[config.mk]
export PLATFORM = sky130hd
export DESIGN_NAME = vga_timing_gen_flat
export DESIGN_NICKNAME = d
export VERILOG_FILES = /design/src/rtl/vga_timing_gen_if.sv /design/src/rtl/vga_timing_gen.sv /design/src/flat_wrapper.sv
export SDC_FILE = /design/constraint.sdc
export NUM_CORES = 1
export LEC_CHECK = 0
export ABC_AREA = 1
export BUFFER_PORTS_ARGS = -buffer_cell sky130_fd_sc_hd__buf_4
export CORE_ASPECT_RATIO = 0.9
export CORE_UTILIZATION = 32
export CTS_BUF_LIST = sky130_fd_sc_hd__clkbuf_4 sky130_fd_sc_hd__clkbuf_8
export CTS_CLUSTER_DIAMETER = 120
export DETAILED_ROUTE_END_ITERATION = 10
export GPL_TIMING_DRIVEN = 0
export SLEW_MARGIN = 0
export SYNTH_ARGS = -nofsm -noshare
export SYNTH_HDL_FRONTEND = slang
export SYNTH_SLANG_ARGS = --single-unit
export TNS_END_PERCENT = 30
[constraint.sdc]
create_clock -name vga_clk -period 1.9 [get_ports vga_clk]
set_input_delay 0.285 -clock vga_clk [delete_from_list [all_inputs] [get_ports vga_clk]]
set_output_delay 0.285 -clock vga_clk [all_outputs]
set_load 0.02 [all_outputs]
[src/rtl/vga_timing_gen_if.sv]
// Pixel-source bus: coordinate requests out to the source, pixel data back.
// The master (timing generator) drives requests; the slave (pixel source) returns data.
interface vga_timing_gen_if #(
  parameter int unsigned DATA_W = 16,
  parameter int unsigned CNT_W  = 12
) ();
  logic              pix_req;
  logic [CNT_W-1:0]  pix_x;
  logic [CNT_W-1:0]  pix_y;
  logic [DATA_W-1:0] pix_data;

  modport master (output pix_req, output pix_x, output pix_y, input  pix_data);
  modport slave  (input  pix_req, input  pix_x, input  pix_y, output pix_data);
endinterface

[src/rtl/vga_timing_gen.sv]
// Parametrised VGA raster timing generator with prefetched pixel requests.
// Define VGA_BORDER_EN to drive border_color on the border band around the active area.
module vga_timing_gen #(
  parameter int unsigned DATA_W   = 16,
  parameter int unsigned CNT_W    = 12,
  parameter int unsigned H_SYNC   = 96,
  parameter int unsigned H_BACK   = 40,
  parameter int unsigned H_LEFT   = 8,
  parameter int unsigned H_VALID  = 640,
  parameter int unsigned H_RIGHT  = 8,
  parameter int unsigned H_FRONT  = 8,
  parameter int unsigned V_SYNC   = 2,
  parameter int unsigned V_BACK   = 25,
  parameter int unsigned V_TOP    = 8,
  parameter int unsigned V_VALID  = 480,
  parameter int unsigned V_BOTTOM = 8,
  parameter int unsigned V_FRONT  = 2,
  parameter bit          H_POL    = 1'b1,
  parameter bit          V_POL    = 1'b1,
  parameter int unsigned REQ_LAT  = 1
) (
  input  logic              vga_clk,
  input  logic              rst,
  vga_timing_gen_if.master  pix_if,
  input  logic [DATA_W-1:0] border_color,
  output logic              hsync,
  output logic              vsync,
  output logic              de,
  output logic [DATA_W-1:0] rgb,
  output logic              frame_start,
  output logic              line_start
);

  localparam int unsigned H_TOTAL = H_SYNC + H_BACK + H_LEFT + H_VALID + H_RIGHT + H_FRONT;
  localparam int unsigned V_TOTAL = V_SYNC + V_BACK + V_TOP + V_VALID + V_BOTTOM + V_FRONT;
  localparam int unsigned HA      = H_SYNC + H_BACK + H_LEFT;
  localparam int unsigned VA      = V_SYNC + V_BACK + V_TOP;

  if (longint'(H_TOTAL) > (longint'(1) << CNT_W)) begin : g_chk_h
    $error("CNT_W too narrow for H_TOTAL-1");
  end
  if (longint'(V_TOTAL) > (longint'(1) << CNT_W)) begin : g_chk_v
    $error("CNT_W too narrow for V_TOTAL-1");
  end
  if (REQ_LAT > 4) begin : g_chk_lat
    $error("REQ_LAT must be 0..4");
  end

  typedef struct packed {
    logic hs;
    logic vs;
    logic act;
`ifdef VGA_BORDER_EN
    logic brd;
`endif
    logic fs;
    logic ls;
  } flags_t;

  logic [CNT_W-1:0]  cnt_h_q, cnt_h_d, cnt_v_q, cnt_v_d;
  int unsigned       h_pos, v_pos;
  logic              h_act, v_act, h_win, v_win;
  flags_t            flags_d;
  flags_t            dly_q [REQ_LAT+1];
  flags_t            last;
  logic              pix_req_q;
  logic [CNT_W-1:0]  pix_x_q, pix_x_d, pix_y_q, pix_y_d;
  logic              hsync_q, vsync_q, de_q, fs_q, ls_q;
  logic [DATA_W-1:0] rgb_q, rgb_d;

  always_comb begin
    cnt_h_d = cnt_h_q + CNT_W'(1);
    cnt_v_d = cnt_v_q;
    if (cnt_h_q == CNT_W'(H_TOTAL - 1)) begin
      cnt_h_d = '0;
      cnt_v_d = (cnt_v_q == CNT_W'(V_TOTAL - 1)) ? '0 : cnt_v_q + CNT_W'(1);
    end
  end

  assign h_pos = 32'(cnt_h_q);
  assign v_pos = 32'(cnt_v_q);
  assign h_act = (h_pos >= HA) && (h_pos < HA + H_VALID);
  assign v_act = (v_pos >= VA) && (v_pos < VA + V_VALID);
  assign h_win = (h_pos >= HA - H_LEFT) && (h_pos < HA + H_VALID + H_RIGHT);
  assign v_win = (v_pos >= VA - V_TOP) && (v_pos < VA + V_VALID + V_BOTTOM);

  always_comb begin
    flags_d     = '0;
    flags_d.hs  = h_pos < H_SYNC;
    flags_d.vs  = v_pos < V_SYNC;
    flags_d.act = h_act && v_act;
`ifdef VGA_BORDER_EN
    flags_d.brd = h_win && v_win && !(h_act && v_act);
`endif
    flags_d.fs  = (h_pos == HA) && (v_pos == VA);
    flags_d.ls  = (h_pos == HA) && v_act;
    pix_x_d     = flags_d.act ? CNT_W'(h_pos - HA) : '1;
    pix_y_d     = flags_d.act ? CNT_W'(v_pos - VA) : '1;
  end

  // Counters, request stage and flag delay line share one reset domain.
  always_ff @(posedge vga_clk) begin
    if (rst) begin
      cnt_h_q   <= '0;
      cnt_v_q   <= '0;
      pix_req_q <= 1'b0;
      pix_x_q   <= '1;
      pix_y_q   <= '1;
      for (int unsigned i = 0; i <= REQ_LAT; i++) dly_q[i] <= '0;
    end else begin
      cnt_h_q   <= cnt_h_d;
      cnt_v_q   <= cnt_v_d;
      pix_req_q <= flags_d.act;
      pix_x_q   <= pix_x_d;
      pix_y_q   <= pix_y_d;
      dly_q[0]  <= flags_d;
      for (int unsigned i = 1; i <= REQ_LAT; i++) dly_q[i] <= dly_q[i-1];
    end
  end

  assign pix_if.pix_req = pix_req_q;
  assign pix_if.pix_x   = pix_x_q;
  assign pix_if.pix_y   = pix_y_q;

  // The last delay stage lines up with pix_data for the same position.
  assign last = dly_q[REQ_LAT];

  always_comb begin
    rgb_d = '0;
    if (last.act) begin
      rgb_d = pix_if.pix_data;
`ifdef VGA_BORDER_EN
    end else if (last.brd) begin
      rgb_d = border_color;
`endif
    end
  end

`ifndef VGA_BORDER_EN
  logic unused_border;
  assign unused_border = ^{border_color, h_win, v_win};
`endif

  always_ff @(posedge vga_clk) begin
    if (rst) begin
      hsync_q <= ~H_POL;
      vsync_q <= ~V_POL;
      de_q    <= 1'b0;
      rgb_q   <= '0;
      fs_q    <= 1'b0;
      ls_q    <= 1'b0;
    end else begin
      hsync_q <= last.hs ? H_POL : ~H_POL;
      vsync_q <= last.vs ? V_POL : ~V_POL;
      de_q    <= last.act;
      rgb_q   <= rgb_d;
      fs_q    <= last.fs;
      ls_q    <= last.ls;
    end
  end

  assign hsync       = hsync_q;
  assign vsync       = vsync_q;
  assign de          = de_q;
  assign rgb         = rgb_q;
  assign frame_start = fs_q;
  assign line_start  = ls_q;

endmodule

[src/flat_wrapper.sv]
// flat-port wrapper written by rule: the top's interface ports become plain ports
module vga_timing_gen_flat 
#(
  parameter int unsigned DATA_W   = 16,
  parameter int unsigned CNT_W    = 12,
  parameter int unsigned H_SYNC   = 96,
  parameter int unsigned H_BACK   = 40,
  parameter int unsigned H_LEFT   = 8,
  parameter int unsigned H_VALID  = 640,
  parameter int unsigned H_RIGHT  = 8,
  parameter int unsigned H_FRONT  = 8,
  parameter int unsigned V_SYNC   = 2,
  parameter int unsigned V_BACK   = 25,
  parameter int unsigned V_TOP    = 8,
  parameter int unsigned V_VALID  = 480,
  parameter int unsigned V_BOTTOM = 8,
  parameter int unsigned V_FRONT  = 2,
  parameter bit          H_POL    = 1'b1,
  parameter bit          V_POL    = 1'b1,
  parameter int unsigned REQ_LAT  = 1
)
  (vga_clk, rst, border_color, hsync, vsync, de, rgb, frame_start, line_start, pix_if_pix_req, pix_if_pix_x, pix_if_pix_y, pix_if_pix_data);
  vga_timing_gen_if #(.DATA_W(DATA_W), .CNT_W(CNT_W)) pix_if_i ();
  input  logic vga_clk;
  input  logic rst;
  input  logic [DATA_W-1:0] border_color;
  output logic hsync;
  output logic vsync;
  output logic de;
  output logic [DATA_W-1:0] rgb;
  output logic frame_start;
  output logic line_start;
  output wire logic [$bits(pix_if_i.pix_req)-1:0] pix_if_pix_req;
  output wire logic [$bits(pix_if_i.pix_x)-1:0] pix_if_pix_x;
  output wire logic [$bits(pix_if_i.pix_y)-1:0] pix_if_pix_y;
  input wire logic [$bits(pix_if_i.pix_data)-1:0] pix_if_pix_data;
  assign pix_if_pix_req = pix_if_i.pix_req;
  assign pix_if_pix_x = pix_if_i.pix_x;
  assign pix_if_pix_y = pix_if_i.pix_y;
  assign pix_if_i.pix_data = pix_if_pix_data;
  vga_timing_gen #(.DATA_W(DATA_W), .CNT_W(CNT_W), .H_SYNC(H_SYNC), .H_BACK(H_BACK), .H_LEFT(H_LEFT), .H_VALID(H_VALID), .H_RIGHT(H_RIGHT), .H_FRONT(H_FRONT), .V_SYNC(V_SYNC), .V_BACK(V_BACK), .V_TOP(V_TOP), .V_VALID(V_VALID), .V_BOTTOM(V_BOTTOM), .V_FRONT(V_FRONT), .H_POL(H_POL), .V_POL(V_POL), .REQ_LAT(REQ_LAT)) u_core (.vga_clk(vga_clk), .rst(rst), .pix_if(pix_if_i), .border_color(border_color), .hsync(hsync), .vsync(vsync), .de(de), .rgb(rgb), .frame_start(frame_start), .line_start(line_start));
endmodule
Word-level counts from Yosys, hierarchy flattened. Memory sizes are Yosys's and may differ from the RTL's. Index checks and enable logic that the tools add are counted.

Bits in registers: 70. Memory bits (writable): 10. Input bits: 34. Logic and storage cells: 46. Memories kept: 1.

Memory list: u_core.dly_q (words 2, width 5, read ports 2, clocked after Yosys merged registers in 0, wr ports 2, line vga_timing_gen.sv:64) `flags_t dly_q [REQ_LAT+1];`.

Add/sub/neg operators: 4. $lt $le $gt $ge: 6. Equality and inequality tests: 4. Muxes and demuxes: 8. Bitwise operators: 4. Reductions and logical operators: 8.

Operator list (count): $add A12 B1 Y12 const B (2); $eq A12 B10 Y1 const B (2); $lt A12 B10 Y1 const B (2); $eq A12 B6 Y1 const B (1); $eq A12 B8 Y1 const B (1); $ge A12 B6 Y1 const B (1); $ge A12 B8 Y1 const B (1); $lt A12 B2 Y1 const B (1); $lt A12 B7 Y1 const B (1); $mux W12 (1); $sub A12 B6 Y12 const B (1); $sub A12 B8 Y12 const B (1); $mux W5 (2); $reduce_or A2 Y1 (3); $logic_and A1 B1 Y1 (5); $mux W1 (5); $not A1 Y1 (2); $or A1 B1 Y1 (2).

Longest topological paths before layout. Gate-level depths: netlist of the first run.

Depth after elaboration: 5. Mapped depth: 10.

Least setup slack after synthesis of the first run. Ideal clock, no wire load.

Path type: register -> register. Start point: reg u_core.cnt_h_q[4]. End point: reg u_core.pix_x_q[4] (netlist: u_core.pix_if.pix_x[4]). Setup time: 0.123 ns. Arrival time: 1.309 ns. Slack: 0.467 ns. Cell stages (with the launch flop): 10. Clock period less this slack: 1.433 ns. Path through: dfxtp_1 > inv_1 > ha_1 > nand2_1 > nand2_1 > nand3_1 > nand2_1 > inv_2 > buf_6 > nand3_2.

Longest elaborated chain between the ends: 5. Elaborated cells on any way between the ends: 7. Classes of those cells: add/sub (1); order compare (2); bitwise (1); reduce/logical (3).

RTL lines: from (decl) (line vga_timing_gen.sv:60) `logic [CNT_W-1:0] cnt_h_q, cnt_h_d, cnt_v_q, cnt_v_d;`; from (signal assigned) (line vga_timing_gen.sv:111) `cnt_h_q <= cnt_h_d;`; $ge A12 B8 Y1 / $lt A12 B10 Y1 (equally long branches) (line vga_timing_gen.sv:82) `assign h_act = (h_pos >= HA) && (h_pos < HA + H_VALID);`; $logic_and A1 B1 Y1 (line vga_timing_gen.sv:82); $logic_and A1 B1 Y1 (line vga_timing_gen.sv:91) `flags_d.act = h_act && v_act;`; $not A1 Y1 (no line); $reduce_or A2 Y1 (no line); to (signal assigned) (line vga_timing_gen.sv:114) `pix_x_q <= pix_x_d;`; to (decl) (line vga_timing_gen.sv:67) `logic [CNT_W-1:0] pix_x_q, pix_x_d, pix_y_q, pix_y_d;`.

Several ways; a longest one is shown, not always the timed one. A chain may end at the register's enable or synchronous reset.

Worst setup path after layout of the first run.
Start point: reg u_core.cnt_h_q[4]. End point: reg u_core.pix_x_q[9] (netlist: u_core.pix_if.pix_x[9]).

The elaborated chain is that of the path after synthesis.

==> reports/qor.csv, run 1 <==
stage,metric,value,unit
setup_path,delay of the slowest critical-path stage,460,ps
clock_network,insertion delay to the later sink of the worst-skew pair,370,ps
clock_network,post-cts gate resize count,0,
yosys,flip-flop and latch count after synthesis,79,
setup_path,worst-path cell chain,inv_1 > ha_1 > nand2_1 > nand2_1 > nand3_1 > nand2_1 > inv_2 > buf_6 > nand3_2,
grt,antenna violations before repair,0,
place,Post-Place Cells,614,
floorplanning,number of primary I/O pins,80,
route,total DRC errors in the routed layout,0,
timing,post-layout minimum cycle time,1710,ps
finish,"commonest cells after routing, fill and taps aside","sky130_fd_sc_hd__nand2_1 (83), sky130_fd_sc_hd__dfxtp_1 (79), sky130_fd_sc_hd__inv_1 (65), sky130_fd_sc_hd__buf_4 (64), sky130_fd_sc_hd__nor2_1 (60)",
yosys,sequential fraction of the synthesis area,47.1,%
setup_path,r2r setup slk,190,ps
grt,total track usage,13.9,%
worst_hold_path,path type of the worst min-delay path,in -> reg,
power_and_ir_drop,worst ir drop on vdd,0.000279,V
setup_path,Crit. path cell count,9,
yosys,Cells after Synth,422,
floorplanning,row count,35,
route,DRT antenna net count,0,
flow_run,max-capacitance violation count,0,
timing,final clock period utilization by the worst path,89.8,%
setup_path,critical path launch point,u_core.cnt_h_q[4],
clock_network,TritonCTS clock tree,yes,
route,average vias per placed instance,4.35,
floorplanning,Die Footprint,10900,um^2
timing,RSZ-0062 raised after global routing,no,
yosys,mux share of post-synthesis cell area,0,%
yosys,xor/xnor cell area share of the yosys netlist,3.39,%
setup_path,CP most frequent cell,sky130_fd_sc_hd__nand2_1,
setup_path,critical register-to-register path startpoint,u_core.cnt_h_q[4],
setup_path,endpoint class of the critical path,flop,
finish,fraction of final layout cells sized beyond drive strength 1,26.1,%
floorplanning,initial standard-cell utilization of the core,32.9,%
setup_path,count of buffering cells on the critical path with inverters included,3,
timing,final hold viol count,0,
timing,Peak Freq,0.586,GHz
finish,Antenna Cells,0,
finish,"commonest non-fill, non-tap cell in the layout",sky130_fd_sc_hd__nand2_1,
setup_path,Setup crit start kind,flop,
grt,residual overflow from global routing,0,
setup_path,"Arr. time, crit path",1950,ps
finish,non-filler cells in the finished layout,630,
setup_path,Crit Path Class,reg -> reg,
route,Initial DRT Pass Iterations,5,
timing,final max-slew violation count,0,
yosys,post-synthesis net count,463,
timing,final clock skew,13.0,ps
timing,headroom to the max-slew limit,68.2,%
route,total wirelength of the detailed-routed design,7120,um
grt,largest net degree at the start of global routing,17,
setup_path,destination of the critical timing path,u_core.pix_if.pix_x[9],
yosys,synthesized cell area,3360,um^2
timing,final sum of negative setup slack,0,ps
place,Final HPWL DP,5360,um
yosys,post-synth cell types,26,
clock_network,clk buf depth,2,
power_and_ir_drop,leakage power summed over all cells,1.96,nW
timing,Final setup violation count,0,
route,vias after detailed routing,2743,
finish,fill cell count,1033,
clock_network,clock buffer count from CTS,9,
clock_network,number of buffers added to fix hold violations after cts,0,
clock_network,Setup Buffers After CTS,0,
setup_path,required arrival time at the worst endpoint,2140,ps
outcome,result of the run,finished clean,
timing,slew at the pin with the worst max-slew slack,477,ps
clock_network,total number of clock tree sinks,79,
grt,vias in the first global route,2510,
clock_network,root buf cell,sky130_fd_sc_hd__clkbuf_8,
floorplanning,horizontal die dimension,110,um
finish,number of nets at the end of the flow,537,
yosys,largest family of logic cells by synthesized area,simple AND/OR/NAND/NOR gates,
yosys,post-synthesis area per instance,7.96,um^2
finish,Synth-to-Final Area Change,24.4,%
yosys,simple-gate portion of the synthesized area,32.7,%
floorplanning,die height,99.2,um
clock_network,number of H-tree levels,3,
route,final routed wire length divided by cell count,11.3,um
setup_path,worst-path cell with the longest stage delay,sky130_fd_sc_hd__dfxtp_1,
setup_path,path depth of the worst reg2reg path,9,
worst_hold_path,count of cells along the worst hold path,3,
yosys,synthesized-area fraction occupied by adder cells,2.61,%
yosys,compound-cell area share of the yosys netlist,3.02,%
setup_path,endpoint of the worst-slack reg-to-reg timing path,u_core.pix_if.pix_x[9],
setup_path,Max Fanout on Critical Path,10,
place,last weighted congestion value of the routability-driven placer,0.846,
place,port buffer count,63,
route,DR iter-0 viols,145,
grt,wire length of the first global-routing pass,11500,um
setup_path,dominant delay contributor by cell family on the critical path,flip-flops,
floorplanning,core footprint,10200,um^2
clock_network,clock transition at the register clock pins on the worst setup and hold paths after CTS,90,ps
yosys,Yosys warning count,0,
power_and_ir_drop,PD cells,701,nW/um^2
## synth_stat cells (all sizes together)
cell / count / share of area (%)
nand3: 52 / 11
xnor2: 3 / 0.78
nand4: 7 / 1.3
clkbuf: 2 / 0.22
a21oi: 12 / 1.9
inv: 71 / 7.9
buf: 9 / 3.1
nor3: 5 / 0.74
xor2: 10 / 2.6
nand2: 90 / 11
o21ai: 6 / 0.89
a211oi: 1 / 0.22
dfxtp: 79 / 47
ha: 7 / 2.6
nor2: 67 / 8.9
and2: 1 / 0.19
## worst register-to-register path: cells and delay by family, from the launching register on
kind          cells  cell delay (ps)
fa+ha+maj         1              260
buf+inv           3              430
flops             1              460
simple gates      5              440
## layout make-up
type,instances,area [um^2],area share (%)
flip-flops and latches,79,1580,37.8
well taps,129,161,3.86
inverters,71,267,6.38
clock buffers,9,124,2.96
clock inverters,7,61.3,1.47
multi-input cells,261,1400,33.5
repair buffers,63,473,11.3
plain buffers,11,110,2.63
## power by group
group	internal [mW]	switching (mW)	total, mW	leakage [nW]
clock	0.499	0.678	1.18	0.0888
sequential	1.67	0.00757	1.67	0.639
combinational	0.0401	0.0416	0.0817	1.23
## metal layers
| layer | track usage, % | up-vias | share of wire (%) |
|---|---|---|---|
| met3 | 2.82 | 11 | 5.2 |
| met5 | 0 | - | 0 |
| met1 | 17.7 | 1210 | 48 |
| met2 | 22.0 | 77 | 45 |
| li1 | - | 1445 | - |
| met4 | 7.08 | 0 | 2.1 |
## worst min-delay path by stage
stage / startpoint / to
final: pix_if_pix_data[13] / u_core.rgb[13]
after global routing: pix_if_pix_data[7] / u_core.rgb[7]
after CTS: pix_if_pix_data[9] / u_core.rgb[9]
after detailed placement: u_core.dly_q[0][0] / u_core.dly_q[0][5]
after global placement: u_core.dly_q[0][3] / u_core.dly_q[0][8]
after floorplan: rst / u_core.cnt_v_q[11]
## through the flow
stage / worst slack, ps / hold slack, ps / util (%) / cell area, um^2 / total power, mW
after floorplan: 467 / 354 / - / 3360 / 1.75
after global placement: 202 / 390 / 39.1 / 3990 / 1.79
after detailed placement: 184 / 394 / 39.1 / 3990 / 1.79
after CTS: 167 / 111 / 41.0 / 4180 / 2.98
after global routing: 17.6 / 111 / 41.0 / 4180 / 3.07
final: 194 / 124 / 41.0 / 4180 / 2.93
## flip-flops by register name, summed over array words and instances, names as in the netlist
| name | flops |
|---|---|
| u_core.rgb | 16 |
| u_core.cnt_h_q | 12 |
| u_core.line_start | 1 |
| u_core.pix_if.pix_x | 12 |
| u_core.dly_q | 10 |
| u_core.pix_if.pix_y | 12 |
| u_core.vsync | 1 |
| u_core.de | 1 |
| u_core.hsync | 1 |
| u_core.frame_start | 1 |
| u_core.cnt_v_q | 12 |
## logic make-up (layout without fill, tap and decap cells)
family | Yosys count | in the layout
simple gates | 222 | 222
compound gates | 19 | 19
xor+xnor | 13 | 13
flops | 79 | 79
buf+inv | 82 | 161
fa+ha+maj | 7 | 7
(Power assumes the default switching activity.)
==> run 2: changes to the inputs <==
--- a/config.mk
+++ b/config.mk
@@ -5,7 +5,6 @@
 export SDC_FILE = /design/constraint.sdc
 export NUM_CORES = 1
 export LEC_CHECK = 0
-export ABC_AREA = 1
 export BUFFER_PORTS_ARGS = -buffer_cell sky130_fd_sc_hd__buf_4
 export CORE_ASPECT_RATIO = 0.9
 export CORE_UTILIZATION = 32
@@ -13,7 +12,7 @@
 export CTS_CLUSTER_DIAMETER = 120
 export DETAILED_ROUTE_END_ITERATION = 10
 export GPL_TIMING_DRIVEN = 0
-export SLEW_MARGIN = 0
+export SLEW_MARGIN = 20
 export SYNTH_ARGS = -nofsm -noshare
 export SYNTH_HDL_FRONTEND = slang
 export SYNTH_SLANG_ARGS = --single-unit
==> constraint.sdc (replaced) <==
create_clock -name vga_clk -period 1.4 [get_ports vga_clk]
set_input_delay 0.21 -clock vga_clk [delete_from_list [all_inputs] [get_ports vga_clk]]
set_output_delay 0.21 -clock vga_clk [all_outputs]
set_load 0.02 [all_outputs]
==> run 2 against run 1 <==
The flow now finishes with violations (negative setup slack). Clock skew increased by 5.2 ps. Largest power group unchanged. Global-route usage increased by 1.1 points. Fmax decreased by 0.17%. Count of clock-buffer cells in the layout unchanged.
==> reports/qor.csv, run 2 <==
stage,metric,value,unit,change
worst_hold_path,count of cells along the worst hold path,2,,was 3
setup_path,required arrival time at the worst endpoint,1650,ps,was 2140 ps
setup_path,dominant delay contributor by cell family on the critical path,buffers and inverters,,was flip-flops
floorplanning,die height,96.7,um,was 99.2 um
route,total wirelength of the detailed-routed design,7580,um,was 7120 um
yosys,Yosys warning count,0,,unchanged
setup_path,Crit. path cell count,9,,unchanged
route,final routed wire length divided by cell count,13.8,um,was 11.3 um
yosys,biggest area contributors in the synthesized netlist,"sky130_fd_sc_hd__dfxtp_1 (50%), sky130_fd_sc_hd__xnor2_1 (4.7%), sky130_fd_sc_hd__nand3_1 (4.2%), sky130_fd_sc_hd__and2_1 (3.5%), sky130_fd_sc_hd__ha_1 (2.7%)",,"was sky130_fd_sc_hd__dfxtp_1 (47%), sky130_fd_sc_hd__nand2_1 (9.3%), sky130_fd_sc_hd__inv_1 (7.3%), sky130_fd_sc_hd__nor2_1 (6.7%), sky130_fd_sc_hd__nand3_2 (6.6%)"
power_and_ir_drop,PD cells,911,nW/um^2,was 701 nW/um^2
place,Placed Area,3880,um^2,was 3990 um^2
finish,number of flip-flops under the largest register name,16,,unchanged
grt,total track usage,15.0,%,was 13.9%
grt,met2 routing resource usage after global routing,24.6,%,was 22.0%
setup_path,"Arr. time, crit path",1960,ps,was 1950 ps
timing,RSZ-0062 raised after global routing,yes,,was no
yosys,sequential fraction of the synthesis area,49.5,%,was 47.1%
yosys,Synth top cells by count,"sky130_fd_sc_hd__dfxtp_1 (79), sky130_fd_sc_hd__nand3_1 (27), sky130_fd_sc_hd__nor2_1 (22)",,"was sky130_fd_sc_hd__nand2_1 (83), sky130_fd_sc_hd__dfxtp_1 (79), sky130_fd_sc_hd__inv_1 (65)"
yosys,flip-flop and latch count after synthesis,79,,unchanged
power_and_ir_drop,worst ir drop on vdd,0.000490,V,was 0.000279 V
setup_path,path depth of the worst reg2reg path,9,,unchanged
setup_path,delay of the slowest critical-path stage,370,ps,was 460 ps
yosys,cell accounting for the most synthesized area,sky130_fd_sc_hd__dfxtp_1,,unchanged
finish,Storage cell area,1610,um^2,was 1580 um^2
finish,Antenna Cells,0,,unchanged
finish,fill cell count,907,,"was 1,033"
floorplanning,core footprint,9700,um^2,"was 10,200 um^2"
setup_path,worst-path cell chain,buf_8 > inv_4 > ha_4 > and4_4 > a41oi_4 > buf_12 > buf_4 > nand3_1 > o311ai_4,,was inv_1 > ha_1 > nand2_1 > nand2_1 > nand3_1 > nand2_1 > inv_2 > buf_6 > nand3_2
clock_network,insertion delay to the later sink of the worst-skew pair,360,ps,was 370 ps
yosys,post-synthesis async set-or-reset flop share,0,%,unchanged
yosys,Cells after Synth,317,,was 422
finish,Synth-to-Final Area Change,42.3,%,was 24.4%
route,DR iter-0 viols,111,,was 145
setup_path,Max Fanout on Critical Path,4,,was 10
route,Initial DRT Pass Iterations,4,,was 5
yosys,synthesized cell area,3190,um^2,was 3360 um^2
setup_path,worst-path cell with the longest stage delay,sky130_fd_sc_hd__dfxtp_4,,was sky130_fd_sc_hd__dfxtp_1
yosys,most frequent cell after synthesis,sky130_fd_sc_hd__dfxtp_1,,was sky130_fd_sc_hd__nand2_1
grt,vias in the first global route,2571,,"was 2,510"
timing,setup ws final,-309,ps,was 194 ps
timing,final clock period utilization by the worst path,122,%,was 89.8%
clock_network,clk buf depth,2,,unchanged
route,total DRC errors in the routed layout,0,,unchanged
route,DRT antenna net count,0,,unchanged
grt,largest net degree at the start of global routing,16,,was 17
finish,area of all placed cells without fillers,4540,um^2,was 4180 um^2
timing,post-layout minimum cycle time,1710,ps,about the same
timing,final hold viol count,0,,unchanged
outcome,result of the run,"complete, but fails checks",,was finished clean
place,Post-Place Cells,505,,was 614
grt,wire length of the first global-routing pass,12100,um,"was 11,500 um"
floorplanning,row count,34,,was 35
timing,final max-slew violation count,0,,unchanged
yosys,post-synthesis net count,358,,was 463
yosys,post-synthesis area per instance,10.1,um^2,was 7.96 um^2
route,average vias per placed instance,4.74,,was 4.35
clock_network,root buf cell,sky130_fd_sc_hd__clkbuf_8,,unchanged
place,port buffer count,62,,was 63
yosys,Synth top area share,49.5,%,was 47.1%
yosys,ys flop type,sky130_fd_sc_hd__dfxtp_1,,unchanged
clock_network,clock transition at the register clock pins on the worst setup and hold paths after CTS,100,ps,was 90 ps
clock_network,TritonCTS clock tree,yes,,unchanged
finish,final core utilization,46.8,%,was 41.0%
grt,global-route track usage on met3,2.63,%,was 2.82%
flow_run,max-capacitance violation count,0,,unchanged
grt,antenna violations before repair,0,,unchanged
clock_network,number of H-tree levels,3,,unchanged
power_and_ir_drop,leakage power summed over all cells,1.79,nW,was 1.96 nW
yosys,count of flip-flops with a built-in enable after synthesis,0,,unchanged
outcome,violated checks,negative setup slack,,
timing,final clock skew,18.1,ps,was 13.0 ps
setup_path,count of buffering cells on the critical path with inverters included,4,,was 3
finish,non-filler cells in the finished layout,549,,was 630
yosys,post-synth cell types,51,,was 26
finish,multi-input gate area in the final layout,1640,um^2,was 1400 um^2
floorplanning,horizontal die dimension,107,um,was 110 um
floorplanning,number of primary I/O pins,80,,unchanged
grt,routing usage on met1,19.1,%,was 17.7%
timing,Final setup violation count,41,,was 0
timing,slew at the pin with the worst max-slew slack,569,ps,was 477 ps
setup_path,Crit Path Class,reg -> reg,,unchanged
setup_path,Setup crit start kind,flop,,unchanged
finish,"commonest cells after routing, fill and taps aside","sky130_fd_sc_hd__buf_4 (90), sky130_fd_sc_hd__dfxtp_1 (70), sky130_fd_sc_hd__nand3_1 (20), sky130_fd_sc_hd__nand2_1 (19), sky130_fd_sc_hd__nor2_1 (19)",,"was sky130_fd_sc_hd__nand2_1 (83), sky130_fd_sc_hd__dfxtp_1 (79), sky130_fd_sc_hd__inv_1 (65), sky130_fd_sc_hd__buf_4 (64), sky130_fd_sc_hd__nor2_1 (60)"
floorplanning,initial standard-cell utilization of the core,32.9,%,about the same
place,last weighted congestion value of the routability-driven placer,0.766,,was 0.846
timing,Peak Freq,0.585,GHz,was 0.586 GHz
setup_path,endpoint class of the critical path,flop,,unchanged
grt,residual overflow from global routing,0,,unchanged
grt,layer with the highest usage,met2,,unchanged
clock_network,total number of clock tree sinks,79,,unchanged
place,dpl ws,-449,ps,was 184 ps
finish,"commonest non-fill, non-tap cell in the layout",sky130_fd_sc_hd__buf_4,,was sky130_fd_sc_hd__nand2_1
finish,number of nets at the end of the flow,459,,was 537
timing,headroom to the max-slew limit,62.1,%,was 68.2%
finish,fraction of final layout cells sized beyond drive strength 1,43.5,%,was 26.1%
clock_network,clock buffer count from CTS,9,,unchanged
route,vias after detailed routing,2601,,"was 2,743"
place,Final HPWL DP,4920,um,was 5360 um
worst_hold_path,path type of the worst min-delay path,in -> reg,,unchanged
floorplanning,Die Footprint,10400,um^2,"was 10,900 um^2"
-- run 2: worst reg2reg max path, stage by stage, from the launching register on --
cell and delay, ps:
sky130_fd_sc_hd__dfxtp_4 370, sky130_fd_sc_hd__buf_8 120, sky130_fd_sc_hd__inv_4 60, sky130_fd_sc_hd__ha_4 120, sky130_fd_sc_hd__and4_4 210, sky130_fd_sc_hd__a41oi_4 180
sky130_fd_sc_hd__buf_12 190, sky130_fd_sc_hd__buf_4 130, sky130_fd_sc_hd__nand3_1 130, sky130_fd_sc_hd__o311ai_4 100
-- run 2: area by class of cell --
type,instances,share of cell area (%)
multi-input combinational,206,36.1
tap,126,3.47
timing repair buffer,92,15.8
clock buffer,9,2.73
sequential,79,35.3
inverter,11,1.02
clock inverter,7,1.76
buffer,19,3.80
-- run 2: cell families (layout without fill, tap and decap cells) --
| family | Yosys count | after routing | share of synthesized area, % |
|---|---|---|---|
| fa+ha+maj | 7 | 7 | 2.74 |
| simple gates | 145 | 145 | 25.2 |
| xor+xnor | 21 | 21 | 5.76 |
| buf+inv | 32 | 138 | 6.55 |
| flops | 79 | 79 | 49.5 |
| compound gates | 33 | 33 | 10.2 |
-- run 2: where the power goes --
| group | total (mW) | leakage (nW) | internal (mW) | switching (mW) |
|---|---|---|---|---|
| clock network | 1.74 | 0.0900 | 0.841 | 0.903 |
| registers | 2.26 | 0.645 | 2.25 | 0.0116 |
| logic | 0.129 | 1.05 | 0.0680 | 0.0607 |
-- run 2: routing by layer --
metal	wire length, um	vias to the layer above	share of wire, %
met5	0	-	0
met4	138	0	1.8
met3	316	11	4.2
met2	3610	66	48
met1	3510	1228	46
li1	-	1296	-
-- run 2: path summary, 6_finish.rpt --
| path | startpoint | endpoint | slack [ps] |
|---|---|---|---|
| worst min register to register | u_core.dly_q[0][6] | u_core.frame_start | 440 |
| worst min-delay path | pix_if_pix_data[11] | u_core.rgb[11] | 40 |
| worst max-delay path | u_core.cnt_v_q[0] | u_core.cnt_v_q[3] | -310 |
| worst max register to register | u_core.cnt_v_q[0] | u_core.cnt_v_q[3] | -310 |
-- run 2: what timing repair did --
| item | 4_1_cts | 5_1_grt |
|---|---|---|
| hold endpoints to repair | 0 | 0 |
| resized for setup | 35 | 27 |
| setup buffers | 26 | 1 |
| hold buffers | 0 | 0 |
| pin swaps | 16 | 9 |
| endpoints found under the setup margin | 50 | 51 |
| gates cloned | 3 | 0 |
-- run 2: through the flow --
| stage | power (mW) | hold WS, ps | setup TNS [ps] |
|---|---|---|---|
| finish | 4.14 | 44.4 | -8240 |
| global route | 4.28 | 35.0 | -10840 |
| CTS | 4.17 | 33.3 | -8250 |
| detailed placement | 2.43 | 415 | -15090 |
| global placement | 2.43 | 411 | -15560 |
| floorplan | 2.37 | 332 | -2650 |
